<file path="config.mk">
export PLATFORM = sky130hd
export DESIGN_NAME = dmem_access_ctrl
export DESIGN_NICKNAME = d
export VERILOG_FILES = /design/src/rtl/dmem_access_ctrl_pkg.sv /design/src/rtl/dmem_wait_counter.sv /design/src/rtl/dmem_access_ctrl.sv
export SDC_FILE = /design/constraint.sdc
export NUM_CORES = 1
export LEC_CHECK = 0
export ABC_AREA = 1
export CAP_MARGIN = 20
export CORE_UTILIZATION = 38
export DETAILED_ROUTE_END_ITERATION = 8
export HOLD_SLACK_MARGIN = 0.08
export PLACE_DENSITY = 0.85
export SLEW_MARGIN = 20
export SYNTH_ARGS = -nofsm -noshare
export SYNTH_HDL_FRONTEND = slang
export SYNTH_SLANG_ARGS = --single-unit
export TNS_END_PERCENT = 10
</file>
<file path="constraint.sdc">
create_clock -name clk -period 1.45 [get_ports clk]
set_input_delay 0.2175 -clock clk [delete_from_list [all_inputs] [get_ports clk]]
set_output_delay 0.2175 -clock clk [all_outputs]
set_load 0.02 [all_outputs]
</file>
<file path="src/rtl/dmem_access_ctrl_pkg.sv">
// rtl/dmem_access_ctrl_pkg.sv - shared types, widths and address helper for the data-memory access controller
// Used by dmem_access_ctrl; the loader port is enabled with DMEM_LOADER_ARB_EN.
package dmem_access_ctrl_pkg;

  localparam int WORD_LEN    = 32;
  localparam int DMEM_ST_LEN = 2;

  typedef enum logic [DMEM_ST_LEN-1:0] {
    DMEM_ST_IDLE   = 2'd0,
    DMEM_ST_ACCESS = 2'd1,
    DMEM_ST_DONE   = 2'd2
  } dmem_state_e;

  typedef enum logic {
    DMEM_OWN_PIPE = 1'b0,
    DMEM_OWN_LDR  = 1'b1
  } dmem_owner_e;

  // Byte address relative to the data-space base, converted to a word index.
  function automatic logic [WORD_LEN-1:0] dmem_word_index(
    input logic [WORD_LEN-1:0] byte_addr,
    input logic [WORD_LEN-1:0] base
  );
    return (byte_addr - base) >> 2;
  endfunction

endpackage

</file>
<file path="src/rtl/dmem_wait_counter.sv">
// rtl/dmem_wait_counter.sv - SRAM wait-state down counter with load, decrement enable and zero flag
// Saturates at zero so a stray decrement cannot wrap.
module dmem_wait_counter #(
  parameter int CNT_W = 1
) (
  input  logic             clk,
  input  logic             rst,
  input  logic             i_load,
  input  logic [CNT_W-1:0] i_load_val,
  input  logic             i_dec,
  output logic             o_zero
);

  logic [CNT_W-1:0] r_cnt;

  always_ff @(posedge clk) begin
    if (rst) begin
      r_cnt <= '0;
    end else if (i_load) begin
      r_cnt <= i_load_val;
    end else if (i_dec && (r_cnt != '0)) begin
      r_cnt <= r_cnt - CNT_W'(1);
    end
  end

  assign o_zero = (r_cnt == '0);

endmodule

</file>
<file path="src/rtl/dmem_access_ctrl.sv">
// rtl/dmem_access_ctrl.sv - sequences MEM-stage loads/stores onto a single-port multi-cycle SRAM
// Define DMEM_LOADER_ARB_EN to add a round-robin arbitrated loader port.
module dmem_access_ctrl
  import dmem_access_ctrl_pkg::*;
#(
  parameter int WAIT_CYCLES   = 2,
  parameter int ADDR_OFFSET   = 1024,
  parameter int SRAM_ADDR_LEN = 17
) (
  input  logic                     clk,
  input  logic                     rst,
  input  logic                     MEM_R_EN,
  input  logic                     MEM_W_EN,
  input  logic [WORD_LEN-1:0]      ALU_res,
  input  logic [WORD_LEN-1:0]      ST_value,
  output logic [WORD_LEN-1:0]      dataMem_out,
  output logic                     freeze,
  output logic [SRAM_ADDR_LEN-1:0] sram_addr,
  output logic [WORD_LEN-1:0]      sram_wdata,
  input  logic [WORD_LEN-1:0]      sram_rdata,
  output logic                     sram_ce,
  output logic                     sram_we
`ifdef DMEM_LOADER_ARB_EN
  ,
  input  logic                     ld_req,
  input  logic                     ld_we,
  input  logic [SRAM_ADDR_LEN-1:0] ld_addr,
  input  logic [WORD_LEN-1:0]      ld_wdata,
  output logic                     ld_gnt,
  output logic                     ld_done,
  output logic [WORD_LEN-1:0]      ld_rdata
`endif
);

  localparam int CNT_W = (WAIT_CYCLES > 1) ? $clog2(WAIT_CYCLES) : 1;

  dmem_state_e              r_state;
  dmem_owner_e              r_owner;
  logic [WORD_LEN-1:0]      r_data_out;
  logic [SRAM_ADDR_LEN-1:0] r_sram_addr;
  logic [WORD_LEN-1:0]      r_sram_wdata;
  logic                     r_sram_ce;
  logic                     r_sram_we;

  logic                     w_pipe_req;
  logic                     w_launch;
  dmem_owner_e              w_launch_owner;
  logic [SRAM_ADDR_LEN-1:0] w_launch_addr;
  logic [WORD_LEN-1:0]      w_launch_wdata;
  logic                     w_launch_we;
  logic                     w_idle_launch;
  logic                     w_cnt_zero;

  assign w_pipe_req = MEM_R_EN | MEM_W_EN;

`ifdef DMEM_LOADER_ARB_EN
  dmem_owner_e         r_last_grant;
  logic                r_ld_gnt;
  logic                r_ld_done;
  logic [WORD_LEN-1:0] r_ld_rdata;

  // On contention the side that did not win last time goes first.
  always_comb begin
    w_launch       = w_pipe_req | ld_req;
    w_launch_owner = DMEM_OWN_PIPE;
    if (w_pipe_req && ld_req) begin
      w_launch_owner = (r_last_grant == DMEM_OWN_PIPE) ? DMEM_OWN_LDR : DMEM_OWN_PIPE;
    end else if (ld_req) begin
      w_launch_owner = DMEM_OWN_LDR;
    end
  end

  assign ld_gnt   = r_ld_gnt;
  assign ld_done  = r_ld_done;
  assign ld_rdata = r_ld_rdata;
`else
  assign w_launch       = w_pipe_req;
  assign w_launch_owner = DMEM_OWN_PIPE;
`endif

  // A simultaneous read+write request is performed as a write.
  always_comb begin
    w_launch_addr  = SRAM_ADDR_LEN'(dmem_word_index(ALU_res, WORD_LEN'(ADDR_OFFSET)));
    w_launch_wdata = ST_value;
    w_launch_we    = MEM_W_EN;
`ifdef DMEM_LOADER_ARB_EN
    if (w_launch_owner == DMEM_OWN_LDR) begin
      w_launch_addr  = ld_addr;
      w_launch_wdata = ld_wdata;
      w_launch_we    = ld_we;
    end
`endif
  end

  assign w_idle_launch = (r_state == DMEM_ST_IDLE) && w_launch;

  dmem_wait_counter #(
    .CNT_W(CNT_W)
  ) u_wait_counter (
    .clk        (clk),
    .rst        (rst),
    .i_load     (w_idle_launch),
    .i_load_val (CNT_W'(WAIT_CYCLES - 1)),
    .i_dec      (r_state == DMEM_ST_ACCESS),
    .o_zero     (w_cnt_zero)
  );

  always_ff @(posedge clk) begin
    if (rst) begin
      r_state      <= DMEM_ST_IDLE;
      r_owner      <= DMEM_OWN_PIPE;
      r_data_out   <= '0;
      r_sram_addr  <= '0;
      r_sram_wdata <= '0;
      r_sram_ce    <= 1'b0;
      r_sram_we    <= 1'b0;
`ifdef DMEM_LOADER_ARB_EN
      r_last_grant <= DMEM_OWN_PIPE;
      r_ld_gnt     <= 1'b0;
      r_ld_done    <= 1'b0;
      r_ld_rdata   <= '0;
`endif
    end else begin
`ifdef DMEM_LOADER_ARB_EN
      r_ld_gnt  <= 1'b0;
      r_ld_done <= 1'b0;
`endif
      unique case (r_state)
        DMEM_ST_IDLE: begin
          if (w_launch) begin
            r_state      <= DMEM_ST_ACCESS;
            r_owner      <= w_launch_owner;
            r_sram_addr  <= w_launch_addr;
            r_sram_wdata <= w_launch_wdata;
            r_sram_we    <= w_launch_we;
            r_sram_ce    <= 1'b1;
`ifdef DMEM_LOADER_ARB_EN
            r_last_grant <= w_launch_owner;
            r_ld_gnt     <= (w_launch_owner == DMEM_OWN_LDR);
`endif
          end
        end
        DMEM_ST_ACCESS: begin
          if (w_cnt_zero) begin
            r_state   <= DMEM_ST_DONE;
            r_sram_ce <= 1'b0;
            r_sram_we <= 1'b0;
`ifdef DMEM_LOADER_ARB_EN
            r_ld_done <= (r_owner == DMEM_OWN_LDR);
            if (!r_sram_we && (r_owner == DMEM_OWN_LDR)) begin
              r_ld_rdata <= sram_rdata;
            end
`endif
            if (!r_sram_we && (r_owner == DMEM_OWN_PIPE)) begin
              r_data_out <= sram_rdata;
            end
          end
        end
        // The instruction leaving on this edge must not be re-serviced.
        DMEM_ST_DONE: begin
          r_state <= DMEM_ST_IDLE;
        end
        default: begin
          r_state <= DMEM_ST_IDLE;
        end
      endcase
    end
  end

  assign freeze = ~rst & w_pipe_req &
                  ~((r_state == DMEM_ST_DONE) && (r_owner == DMEM_OWN_PIPE));

  assign dataMem_out = r_data_out;
  assign sram_addr   = r_sram_addr;
  assign sram_wdata  = r_sram_wdata;
  assign sram_ce     = r_sram_ce;
  assign sram_we     = r_sram_we;

endmodule

</file>
==> run metrics <==
CTS Buf Count=9; CTS resizes=89; Setup crit end kind=output port; setup ws final=0.0344 ns; Reg clk slew, reported paths=0.08 ns; row cnt=33; Yosys cell types=24; Layout Nets=697; Port Buf Inserts=168; n_diodes=0; PD cells=1180 nW/um2; clk_lat worst skew=0.35 ns; Hold Crit Depth=2; post-route total power=6.13 mW; H-tree depth=3; syn avg cell area=7.66 um2; sum of negative setup slack=0 ns; Initial Utilization=0.393; die width=94.2 um; mapped cell area=3230 um2; cells after synthesis=422; CP max FO=2; type of the worst setup path=in -> out; worst vdd ir=553 uV; vias post-DR=3367; fin crit share=0.976; RSZ-0062 raised after global routing=false; Max Slew Vio Count=0; Finish-stage setup viols=0; FMAX=706 MHz; CTS Buffer Depth=2; Place WS=-0.504 ns; clk_skew=0.0118 ns; Slew headroom=0.825; critical path arrival=1.20 ns; DRC viols=0; DR iter-0 viols=72; DRT Wirelength=9120 um; Syn Nets=523; Util after Layout=0.632; TritonCTS clock tree=done; first-pass GRT wire length=14100 um; initial antenna violation count=0; Crit path required time=1.23 ns; yosys warns=0; number of vias per cell=4.77; GP Congestion=0.818; Multi-input gate area=1300 um2; number of max-cap violations=0; Slew @ Worst Pin=0.263 ns; Hold-fix buffers, CTS=0; Pre-antenna DRT Iters=4; global-route usage over all layers=0.203; Yosys reg bits=86; vias in the first global route=3165; crit path launch type=primary input; postcts setup bufs=0; # clock sinks=86; commonest non-fill, non-tap cell in the layout=nor2_1; area of the die=8880 um2; Worst Hold Class=reg -> reg; status=finished, final reports clean; area delta synth->final=60.5%; CTS Root Cell=clkbuf_8; Placeable Area=8220 um2; post-route ant nets=0; I/O Pins=184; commonest non-fill, non-tap cells in the layout=nor2_1, dfxtp_1, clkdlybuf4s50_1, dlygate4sd2_1, o21ai_0; Die Y=94.2 um; Register-to-Register Path Depth=7; leakage=2.46 nW; Fill cells=754; final count of hold timing violations=0; remaining global-route overflow=0; Routed wire per std cell=12.9 um; Final min period=1.42 ns; sequential element share of the synthesized area=0.533; largest net degree at the start of global routing=53; storage element area=1720 um2; layout cells sized above 1=0.0899; final HPWL from detailed placement=6790 um
area by class of cell:
| type | count | share of cell area |
|---|---|---|
| clock buffer | 10 | 0.0246 |
| timing repair buffer | 188 | 0.342 |
| inverter | 19 | 0.0137 |
| clock inverter | 6 | 0.0133 |
| tap | 105 | 0.0253 |
| multi-input combinational | 292 | 0.250 |
| sequential | 86 | 0.332 |
metrics by stage:
stage | std cells | area [um2] | hold slack (ns)
2_1_floorplan | 422 | 3230 | 0.297
3_3_place_gp | 690 | 5100 | 0.452
3_5_place_dp | 690 | 5100 | 0.458
4_1_cts | 706 | 5190 | 0.459
5_1_grt | 706 | 5190 | 0.472
6_report | 706 | 5190 | 0.464
power breakdown:
group / leakage, nW / internal (mW) / switching [mW]
clock: 0.0973 / 0.810 / 0.864
combinational: 1.65 / 0.738 / 0.952
sequential: 0.711 / 2.63 / 0.134
sequential cells by signal, indices dropped and copies added (netlist names):
signal                count
sram_addr                17
u_wait_counter.r_cnt      1
sram_wdata               32
r_state                   2
dataMem_out              32
sram_ce                   1
sram_we                   1
cells by family (layout without fill, tap and decap cells):
group           count (synthesis)  after routing  share of synthesized area
simple gates                  199            199                      0.247
compound gates                 92             92                      0.149
flops                          86             86                      0.533
buf+inv                        44            223                     0.0681
fa+ha+maj                       1              1                    0.00387
Yosys cell counts (all sizes together):
| cell type | number | area (um2) |
|---|---|---|
| nor3 | 1 | 5.00 |
| nand2 | 20 | 77.6 |
| ha | 1 | 12.5 |
| buf | 14 | 106 |
| a211oi | 1 | 7.51 |
| nand3b | 1 | 7.51 |
| nor4 | 1 | 6.26 |
| nand3 | 8 | 40.0 |
| clkbuf | 11 | 42.5 |
| dfxtp | 86 | 1720 |
| inv | 19 | 71.3 |
| o21ai | 83 | 427 |
| nor2 | 168 | 661 |
| a21oi | 8 | 47.6 |
metal layers:
metal  share of wire  track usage  routed length, um  up-vias
met1            0.40        0.217               3640     1536
met3           0.074       0.0607                672       22
met4           0.023       0.0949                208        0
li1                -            -                  -     1685
met5               0            0                  0        -
met2            0.50        0.361               4600      124
path summary, 6_finish.rpt:
| path | from | endpoint | slack, ns |
|---|---|---|---|
| min reg2reg | sram_ce | sram_ce | 0.46 |
| max reg2reg | r_state[0] | dataMem_out[21] | 0.13 |
| min | sram_ce | sram_ce | 0.46 |
| max | MEM_W_EN | freeze | 0.03 |
critical path: stages:
cell and delay (ns):
clkdlybuf4s50_1 0.49, nor2_1 0.09, a211oi_2 0.19, buf_2 0.21
Power figures use the tool's default switching activity.
